<file path="config.mk">
export PLATFORM = sky130hd
export DESIGN_NAME = lfsr_symbol_gen
export DESIGN_NICKNAME = d
export VERILOG_FILES = /design/src/rtl/lfsr_symbol_gen.sv
export SDC_FILE = /design/constraint.sdc
export NUM_CORES = 1
export LEC_CHECK = 0
export CAP_MARGIN = 20
export CELL_PAD_IN_SITES_DETAIL_PLACEMENT = 1
export CELL_PAD_IN_SITES_GLOBAL_PLACEMENT = 2
export CORE_MARGIN = 4
export CORE_UTILIZATION = 27
export CTS_BUF_LIST = sky130_fd_sc_hd__clkbuf_4 sky130_fd_sc_hd__clkbuf_8 sky130_fd_sc_hd__clkbuf_16
export DETAILED_ROUTE_END_ITERATION = 10
export PLACE_DENSITY_LB_ADDON = 0.25
export SLEW_MARGIN = 0
export SYNTH_ARGS = -nofsm -noshare
export SYNTH_HDL_FRONTEND = slang
export SYNTH_SLANG_ARGS = --single-unit
export TNS_END_PERCENT = 50
</file>
<file path="constraint.sdc">
create_clock -name clock -period 1.4 [get_ports clock]
set_input_delay 0.14 -clock clock [delete_from_list [all_inputs] [get_ports clock]]
set_output_delay 0.14 -clock clock [all_outputs]
set_load 0.03 [all_outputs]
</file>
<file path="src/rtl/lfsr_symbol_gen.sv">
// Pseudo-random symbol source: Fibonacci LFSR delivering SYM_BITS-bit symbols over valid/ready.
// Optional snapshot/rewind replay support is built when LFSR_REPLAY_EN is defined.
module lfsr_symbol_gen #(
   parameter int          WIDTH    = 64,
   parameter logic [63:0] TAPS     = 64'hD800_0000_0000_0000,
   parameter logic [63:0] SEED     = 64'h3AFE_6029_F15A_5298,
   parameter int          SYM_BITS = 2
) (
   input  logic                clock,
   input  logic                reset_n,
   input  logic                seed_load,
   input  logic [WIDTH-1:0]    seed_in,
   input  logic                sym_req,
   output logic                sym_valid,
   input  logic                sym_ready,
   output logic [SYM_BITS-1:0] sym,
   output logic                busy,
   output logic                lockup,
   input  logic                mark,
   input  logic                rewind
);

   localparam int                CW       = $clog2(SYM_BITS + 1);
   localparam logic [CW-1:0]     LAST     = CW'(SYM_BITS - 1);
   localparam logic [WIDTH-1:0]  TAP_MASK = TAPS[WIDTH-1:0];
   localparam logic [WIDTH-1:0]  SEED_W   = SEED[WIDTH-1:0];

   typedef enum logic [1:0] {
      S_IDLE  = 2'd0,
      S_SHIFT = 2'd1,
      S_VALID = 2'd2
   } state_t;

   state_t           r_state;
   state_t           w_state_nxt;
   logic [CW-1:0]    r_cnt;
   logic [CW-1:0]    w_cnt_nxt;
   logic [WIDTH-1:0] r_q;
   logic [WIDTH-1:0] w_q_nxt;
   logic [WIDTH-1:0] w_q_shift;
   logic             w_fb;
   logic             w_zero_seed;
   logic             r_lockup;
   logic             w_lockup_nxt;
   logic             r_busy;
   logic             r_valid;

   assign w_fb        = ^(r_q & TAP_MASK);
   assign w_q_shift   = {r_q[WIDTH-2:0], w_fb};
   assign w_zero_seed = (seed_in == '0);

`ifdef LFSR_REPLAY_EN
   logic [WIDTH-1:0] r_snap;
   logic [WIDTH-1:0] w_snap_nxt;
`else
   logic w_unused_replay;
   assign w_unused_replay = mark | rewind;
`endif

   // NOTE: every variable gets a default before any branch, so no path leaves one unassigned and no latch is inferred.
   always_comb begin
      w_state_nxt  = r_state;
      w_cnt_nxt    = r_cnt;
      w_q_nxt      = r_q;
      w_lockup_nxt = 1'b0;
`ifdef LFSR_REPLAY_EN
      w_snap_nxt   = r_snap;
`endif
      if (seed_load) begin
         w_lockup_nxt = w_zero_seed;
         w_q_nxt      = w_zero_seed ? SEED_W : seed_in;
         w_state_nxt  = S_IDLE;
         w_cnt_nxt    = '0;
      end
`ifdef LFSR_REPLAY_EN
      else if (r_state == S_IDLE && rewind) begin
         w_q_nxt = r_snap;
      end
      else if (r_state == S_IDLE && mark) begin
         w_snap_nxt = r_q;
      end
`endif
      else begin
         case (r_state)
            S_IDLE: begin
               if (sym_req) begin
                  w_state_nxt = S_SHIFT;
                  w_cnt_nxt   = '0;
               end
            end
            S_SHIFT: begin
               w_q_nxt = w_q_shift;
               if (r_cnt == LAST) begin
                  w_state_nxt = S_VALID;
                  w_cnt_nxt   = '0;
               end else begin
                  w_cnt_nxt = r_cnt + 1'b1;
               end
            end
            S_VALID: begin
               // q stays frozen here so the presented symbol cannot change under the consumer.
               if (sym_ready) begin
                  w_state_nxt = sym_req ? S_SHIFT : S_IDLE;
                  w_cnt_nxt   = '0;
               end
            end
            default: begin
               w_state_nxt = S_IDLE;
               w_cnt_nxt   = '0;
            end
         endcase
      end
   end

   // NOTE: sequential state uses non-blocking assignments so all registers update together from pre-edge values.
   always_ff @(posedge clock) begin
      if (!reset_n) begin
         r_state  <= S_IDLE;
         r_cnt    <= '0;
         r_q      <= SEED_W;
         r_lockup <= 1'b0;
         r_busy   <= 1'b0;
         r_valid  <= 1'b0;
      end else begin
         r_state  <= w_state_nxt;
         r_cnt    <= w_cnt_nxt;
         r_q      <= w_q_nxt;
         r_lockup <= w_lockup_nxt;
         r_busy   <= (w_state_nxt != S_IDLE);
         r_valid  <= (w_state_nxt == S_VALID);
      end
   end

`ifdef LFSR_REPLAY_EN
   always_ff @(posedge clock) begin
      if (!reset_n) begin
         r_snap <= SEED_W;
      end else begin
         r_snap <= w_snap_nxt;
      end
   end
`endif

   assign sym_valid = r_valid;
   assign sym       = r_q[SYM_BITS-1:0];
   assign busy      = r_busy;
   assign lockup    = r_lockup;

endmodule

</file>
==> reports/metrics.cfg, run 1 <==
[run_status]
outcome = finished with violations
violations = setup timing

[die]
rows = 41
core_mm2 = 0.01262
die_y_um = 121.7
initial_core_util_pct = 27.65
io_pins = 76
die_w_um = 121.7
dieArea_mm2 = 0.01481

[clock_tree]
clock_latency_ns = 0.33
clock_tree.root_cell = clkbuf_16
cts_num_sinks = 71
cts-htree-levels = 3
cts_buffers = 9
hold_buffers = 0
clkTransAtPathRegs_ns = 0.06
cts_tree = done
clockBufferDepth = 2

[sta]
min_period_over_period_pct = 109.5
whs_ns = 0.1418
rsz0062_at_grt = true
tightest_slew_ns = 0.5081
fmax_mhz = 652.5
setup_violations = 32
slew_headroom_pct = 65.25
setup_tns_ns = -3.183
hold_viol = 0
setup_ws_ns = -0.1325
min_period_ns = 1.533
finalMaxSlewViolations = 0
clock_skew_ns = 0.002472

[logic_synthesis]
syn_avg_cell_area_um2 = 9.017
synth_simple_gate_area_share_pct = 17.25
yosys_warnings = 0
synth_top_family_by_area = compound AO/OA/AOI/OAI gates
netlist_area_mm2 = 0.003490
synth-xor-area-share_pct = 0.7530
ys.flop_type = dfxtp_1
syn_inst = 387
netlist_top_cells_area = dfxtp_1 41%, mux2i_1 12%, a211oi_1 6.9%
yosysMostFrequentCell = dfxtp_1
synth-async-reset-ratio_pct = 0
synth.distinct_cells = 35
yosys.area.top_type = dfxtp_1
ys_ff_latch = 71
synthDominantCellAreaShare_pct = 40.73
ys_seq_area_share_pct = 40.73
synthTopCellsByCount = 71 x dfxtp_1, 42 x mux2i_1, 37 x nor2_1
synth_fp_nets = 458
synth-compound-area-share_pct = 22.88
synth_mux_area_share_pct = 12.05
synthAdderAreaFrac_pct = 0
synth-edff-count = 0

[critical_path]
cp_cell_sequence = clkdlybuf4s15_1 -> nor4_2 -> nand4_1 -> or4_4 -> buf_16 -> o211ai_2
cp_slowest_stage_delay_ns = 0.68
endpoint_kind = flop
crit_slowest_cell = or4_4
critical_path_class = in -> reg
cp_max_fo = 5
worstPathArrival_ns = 1.80
start_kind = input port
crit_buf_inv = 2
crit_required_ns = 1.67
critical_path.top_delay_family = simple AND/OR/NAND/NOR gates

[min_path]
worst_hold_path_type = in -> reg

[global_routing]
grt_overflow = 0
grt_pass1_wl_mm = 18.88
grt_usage_pct = 16.20
grt_pass1_vias = 3728
antenna_found_initial = 0
grt_max_degree = 53

[place]
port-buffer-count = 73
place_congestion = 0.7440
hpwl_mm = 8.076

[cells_and_area]
multi_input_comb_area_mm2 = 0.002232
drive_above_1_share_pct = 38.24
fill_cells = 1456
seq_area_mm2 = 0.001423
syn_to_final_growth_pct = 59.91
antenna_cells = 0
final_util_pct = 44.22
fin_nets = 576

[route]
viasPerCell = 5.081
wl_mm = 11.57
num_vias = 3465
drc = 0
drtPass1Iterations = 5
drt_iter0_markers = 84
wl_per_cell_um = 16.96
ant_nets = 0

[pwr]
vdd_drop_max_mv = 0.4527
p_per_area_mw_per_mm2 = 1081
power.leakage_uw = 0.002183
total_power_uw = 6034

[job]
maxCapViolCount = 0

[cell type report]
cell class | instances | area share [%]
sequential | 71 | 25.49
clock inverter | 6 | 1.928
tap | 172 | 3.856
clock buffer | 10 | 4.283
multi-input combinational | 268 | 40.00
inverter | 4 | 0.2691
timing repair buffer | 151 | 24.17
[state kept, by name (all words and copies together) (netlist names)]
name       count
sym_valid      1
r_state        2
r_q           64
lockup         1
r_cnt          2
busy           1
[final timing paths]
check        cells after the start  slack (ns)        start  endpoint
min reg2reg                      2        0.47     r_cnt[1]  r_cnt[1]
max                              6       -0.13  seed_in[12]   r_q[46]
max reg2reg                      5       -0.01   r_state[0]   r_q[29]
min                              3        0.14  seed_in[17]   r_q[17]
[worst register-to-register path, stage by stage, from the launching register on]
cell       delay [ns]
dfxtp_2          0.33
nor2b_4          0.25
buf_12           0.20
nor3b_1          0.07
a2111oi_1        0.37
a21oi_1          0.06
[cells in the final DEF, fill, tap and decap left out, drive strengths merged, types with 10 or more instances in the layout]
| cell type | n |
|---|---|
| buf | 92 |
| dfxtp | 71 |
| mux2i | 42 |
| nor2 | 37 |
| a211oi | 32 |
| a21oi | 24 |
| clkbuf | 24 |
| nor3 | 23 |
| dlygate4sd2 | 22 |
| o21ai | 22 |
| nor3b | 21 |
| a2111oi | 21 |
| clkdlybuf4s15 | 20 |
| nor4 | 16 |
| o211ai | 10 |
[report_power, final]
group / internal, uW / switching, uW
clock network: 1780 / 883
logic: 550 / 539
registers: 2190 / 94.2
total: 4520 / 1520
[repair_timing]
item	CTS	global route
setup buffers	0	0
cloned	2	0
gates resized for setup	173	62
pin swaps	23	35
endpoints found under the setup margin	56	64
[per-layer routing]
metal  GRT usage, %  vias to the layer above  share of wire, %
met5              0                        -                 0
li1               -                     1712                 -
met3          3.389                       17               4.3
met4          7.213                        0               2.4
met1          19.54                     1666                44
met2          27.74                       70                49
[stage by stage]
step	cell area, um2	cells	setup WS [ns]
finish	5580	682	-0.1325
global route	5580	682	-0.2221
CTS	5490	682	-0.1233
detailed placement	5000	665	-0.8993
global placement	5000	665	-0.9011
floorplan	3606	387	-0.07550
[logic make-up after synthesis]
group	count (synthesis)
xor+xnor	3
compound gates	112
mux	42
buf+inv	48
flops	71
simple gates	111
Power figures use the tool's default switching activity.
==> run 2: changes to the inputs <==
--- a/config.mk
+++ b/config.mk
@@ -13,6 +13,7 @@
 export CTS_BUF_LIST = sky130_fd_sc_hd__clkbuf_4 sky130_fd_sc_hd__clkbuf_8 sky130_fd_sc_hd__clkbuf_16
 export DETAILED_ROUTE_END_ITERATION = 10
 export PLACE_DENSITY_LB_ADDON = 0.25
+export REMOVE_ABC_BUFFERS = 1
 export SLEW_MARGIN = 0
 export SYNTH_ARGS = -nofsm -noshare
 export SYNTH_HDL_FRONTEND = slang
==> reports/metrics.cfg, run 2 (synthesis gave the netlist of run 1 again) <==
[global_routing]
grt_max_degree = 32
antenna_found_initial = 0
grt_overflow = 0
grt_pass1_vias = 3640
grt_usage_pct = 15.72
grt_pass1_wl_mm = 18.32

[critical_path]
cp_cell_sequence = buf_6 -> nor4_4 -> nand4_1 -> or4_4 -> buf_6 -> o211ai_2
r2r-start = r_state[0]
start_kind = input port
r2r-end = r_q[57]
crit_slowest_cell = or4_4
crit_required_ns = 1.67
reg2reg_slack_ns = -0.07
cpMostUsedCell = buf_6
endpoint_kind = flop
worstPathArrival_ns = 1.77
cp_max_fo = 5
reg2reg_depth = 6
cp_slowest_stage_delay_ns = 0.67
critical_path_class = in -> reg

[sta]
setup_tns_ns = -2.098
hold_viol = 0
rsz0062_at_grt = true
min_period_ns = 1.502
clock_skew_ns = 0.004947
min_period_over_period_pct = 107.3
slew_headroom_pct = 71.98
fmax_mhz = 665.8
tightest_slew_ns = 0.4192
setup_ws_ns = -0.1020
setup_violations = 32
finalMaxSlewViolations = 0
whs_ns = 0.1370

[die]
rows = 41
io_pins = 76
die_w_um = 121.7
dieArea_mm2 = 0.01481
die_y_um = 121.7
core_mm2 = 0.01262
initial_core_util_pct = 27.65

[cells_and_area]
largest_register = r_q
final_util_pct = 44.45
syn_to_final_growth_pct = 60.74
fin_area_mm2 = 0.005609
layout.cells.most_common = dfxtp_1
antenna_cells = 0
fin_nets = 572
drive_above_1_share_pct = 40.51
largest_reg_flops = 64
final_cell_mix = 70 x dfxtp_1, 59 x buf_4, 42 x mux2i_1, 37 x nor2_1
top_regs = r_q x64, r_cnt x2, r_state x2

[place]
placed_area_mm2 = 0.004862
place_congestion = 0.7316
port-buffer-count = 73
hpwl_mm = 7.919

[route]
drtPass1Iterations = 4
wl_mm = 11.53
wl_per_cell_um = 17.01
ant_nets = 0
viasPerCell = 5.049
drc = 0
drt_iter0_markers = 90
num_vias = 3423

[min_path]
hp-start = seed_in[24]
worst_hold_path_type = in -> reg
min_to = r_q[24]
holdPathStages = 3

[clock_tree]
clkTransAtPathRegs_ns = 0.06
clock_latency_ns = 0.34
hold_buffers = 0
clock_tree.root_cell = clkbuf_16
cts_num_sinks = 71
cts-htree-levels = 3
cts_buffers = 9
clockBufferDepth = 2
cts_tree = done

[pwr]
p_per_area_mw_per_mm2 = 1045
power.leakage_uw = 0.002176
vdd_drop_max_mv = 0.4420

[run_status]
violations = setup timing
outcome = finished with violations

[job]
maxCapViolCount = 0

-- run 2: cell count changes in the layout (fill, tap and decap cells not counted), moves of 4 or more --
cell / change
a2111oi_1: -11
a2111oi_2: +6
buf_4: -7
a2111oi_4: +5
buf_6: +4
clkdlybuf4s15_1: -4
buf_2: +8
-- run 2: worst max-delay path, delay by kind of cell --
kind / cells / cell delay, ns
buffers and inverters: 2 / 0.28
AOI/OAI and AO/OA: 1 / 0.15
and+or+nand+nor: 3 / 1.20
-- run 2: per-stage QoR --
step	power, uW	setup WS, ns	instances
final	5860	-0.1020	678
after global routing	6158	-0.1419	678
after CTS	5765	-0.1175	675
after detailed placement	3330	-0.9662	660
after global placement	3307	-0.9058	660
after floorplan	2720	-2.403	343
-- run 2: power by group --
group | total [uW] | switching (uW) | internal (uW) | leakage [uW]
sequential | 2290 | 105 | 2190 | 0.000590
clock | 2440 | 902 | 1540 | 0.000159
combinational | 1130 | 559 | 569 | 0.00143
total | 5860 | 1560 | 4300 | 0.00218
-- run 2: what timing repair did --
action                                  in CTS  in global routing
buffers inserted                             0                  2
pin swaps                                   28                 28
resized for setup                          205                 95
gates cloned                                 1                  1
endpoints found under the setup margin      54                 65
-- run 2: layout make-up --
class / count / area [um2]
clock inverter: 3 / 40.04
sequential: 71 / 1423
tap: 172 / 215.2
timing repair buffer: 147 / 1320
inverter: 4 / 15.01
multi-input combinational: 268 / 2322
fill: 1447 / 7010
clock buffer: 13 / 274.0
-- run 2: per-layer routing --
metal  track usage, %  part of all wire [%]  up-vias
met5                0                     0        -
met4            6.583                   1.9        0
met1            19.53                    44     1663
li1                 -                     -     1703
met3            3.018                   2.8       12
met2            26.63                    51       45
-- run 2: worst max path at each step --
stage | slack [ns] | startpoint | cells after the start | to
finish | -0.10 | seed_in[49] | 6 | r_q[46]
global route | -0.14 | seed_in[49] | 6 | r_q[37]
CTS | -0.12 | seed_in[49] | 6 | r_q[37]
detailed placement | -0.97 | seed_in[39] | 7 | r_q[35]
global placement | -0.91 | seed_in[47] | 6 | r_q[35]
floorplan | -2.40 | r_state[0] | 4 | r_q[0]
==> run 3: changes to the inputs <==
--- a/config.mk
+++ b/config.mk
@@ -8,6 +8,7 @@
 export CAP_MARGIN = 20
 export CELL_PAD_IN_SITES_DETAIL_PLACEMENT = 1
 export CELL_PAD_IN_SITES_GLOBAL_PLACEMENT = 2
+export CORE_ASPECT_RATIO = 0.5
 export CORE_MARGIN = 4
 export CORE_UTILIZATION = 27
 export CTS_BUF_LIST = sky130_fd_sc_hd__clkbuf_4 sky130_fd_sc_hd__clkbuf_8 sky130_fd_sc_hd__clkbuf_16
==> reports/metrics.cfg, run 3 (synthesis gave the netlist of run 1 again) <==
[place]
placed_area_mm2 = 0.004957
place_congestion = 0.7894
hpwl_mm = 7.627
port-buffer-count = 73
dp.cells = 666

[global_routing]
grt_pass1_wl_mm = 18.02
grt_max_degree = 39
grt_usage_pct = 15.08
grt_overflow = 0
antenna_found_initial = 0
grt_pass1_vias = 3544

[run_status]
violations = setup timing
outcome = finished with violations

[die]
io_pins = 76
dieArea_mm2 = 0.01492
die_w_um = 168.8
core_mm2 = 0.01266
die_y_um = 88.39
rows = 29
initial_core_util_pct = 27.56

[route]
wl_per_cell_um = 16.36
drc = 0
wl_mm = 11.32
ant_nets = 0
viasPerCell = 4.994
drt_iter0_markers = 131
drtPass1Iterations = 4
num_vias = 3456

[critical_path]
r2r-start = r_state[0]
cp_max_fo = 8
endpoint_kind = flop
r2r-end = r_q[12]
crit_required_ns = 1.66
start_kind = input port
reg2reg_depth = 5
critical_path_class = in -> reg
worstPathArrival_ns = 1.77
startpoint = seed_in[53]
reg2reg_slack_ns = -0.08

[sta]
rsz0062_at_grt = true
min_period_ns = 1.509
hold_viol = 0
setup_ws_ns = -0.1087
setup_violations = 33
fmax_mhz = 662.8
tightest_slew_ns = 0.4669
min_period_over_period_pct = 107.8
slew_headroom_pct = 68.79
clock_skew_ns = 0.003135
finalMaxSlewViolations = 0

[cells_and_area]
fin_nets = 588
fill_cells = 1416
final_cell_mix = 71 x buf_4, 70 x dfxtp_1, 42 x mux2i_1, 35 x nor2_1, 27 x buf_2
final_cells = 692
syn_to_final_growth_pct = 61.38
antenna_cells = 0
top_regs = r_q x64, r_cnt x2, r_state x2
largest_reg_flops = 64
layout.cells.most_common = buf_4
multi_input_comb_area_mm2 = 0.002221
drive_above_1_share_pct = 41.76
largest_register = r_q
fin_area_mm2 = 0.005632
seq_area_mm2 = 0.001423

[pwr]
vdd_drop_max_mv = 0.4428
power.leakage_uw = 0.002233
clkPwrFrac_pct = 38.5
seqPwrFrac_pct = 41.3
p_per_area_mw_per_mm2 = 981.8
p_sw_uw = 1517
pwr-share-comb_pct = 20.2
switching_share_pct = 27.43
internal_power_uw = 4013

[clock_tree]
cts_num_sinks = 71
cts_buffers = 9
hold_buffers = 0
cts_tree = done
cts-htree-levels = 3
clkTransAtPathRegs_ns = 0.06
clock_latency_ns = 0.33
clock_tree.root_cell = clkbuf_16
clockBufferDepth = 2

[min_path]
worst_hold_path_type = in -> reg
holdPathStages = 3
hp-start = seed_in[17]
min_to = r_q[17]

[job]
maxCapViolCount = 0

[run 3: cell count changes in the layout (fill, tap and decap cells not counted), moves of 3 or more]
cell	before	now
nor4_2	7	4
o21ai_1	9	12
buf_2	18	27
dlygate4sd2_1	20	14
clkbuf_2	11	4
clkdlybuf4s15_1	11	14
buf_4	59	71
clkbuf_8	3	0
a2111oi_4	5	0
o21ai_2	3	0
[run 3: metrics by stage]
stage	worst slack [ns]	setup TNS, ns	utilization (%)	total power [uW]	hold slack [ns]
4_1_cts	-0.1011	-2.091	42.86	5503	0.1011
3_3_place_gp	-0.8725	-26.57	39.15	3339	0.4547
6_report	-0.1087	-2.867	44.47	5529	0.1025
5_1_grt	-0.1821	-5.993	44.47	5821	0.1059
2_1_floorplan	-2.403	-132.52	-	2720	0.2046
3_5_place_dp	-0.8590	-26.39	39.15	3356	0.4605
[run 3: worst max-delay path by stage]
stage / depth (start not counted) / endpoint
2_1_floorplan: 4 / r_q[0]
3_3_place_gp: 6 / r_q[37]
3_5_place_dp: 6 / r_q[35]
4_1_cts: 7 / r_q[35]
5_1_grt: 8 / r_q[51]
6_report: 7 / r_q[52]
[run 3: what timing repair did]
action / 4_1_cts / 5_1_grt
pin swaps: 24 / 25
resized for setup: 249 / 52
buffers inserted: 3 / 3
gates cloned: 3 / 1
endpoints found under the setup margin: 58 / 59
[run 3: power groups by stage]
stage / Sequential (uW) / Combinational [uW] / Clock [uW]
final: 2280 / 1120 / 2130
after floorplan: 2300 / 419 / 0
after detailed placement: 2310 / 1040 / 0
after CTS: 2280 / 1040 / 2190
after global routing: 2300 / 1220 / 2290
after global placement: 2310 / 1030 / 0
[run 3: metal layers]
metal | wire length, um | track usage [%]
met5 | 0 | 0
met4 | 94 | 3.535
met3 | 387 | 3.257
met2 | 5283 | 24.65
met1 | 5556 | 20.65
[run 3: layout make-up]
class,instances,share of cell area (%)
Multi-Input combinational cell,268,39.44
Clock inverter,4,0.3999
Sequential cell,71,25.26
Inverter,4,0.2666
Timing Repair Buffer,163,26.46
Tap cell,170,3.777
Clock buffer,12,4.399
[run 3: critical path, stage by stage]
cell and delay [ns]:
clkdlybuf4s15_1 0.22, nor4_4 0.26, nand4_1 0.16, or4_4 0.57, buf_6 0.16, buf_16 0.15, o211ai_2 0.12
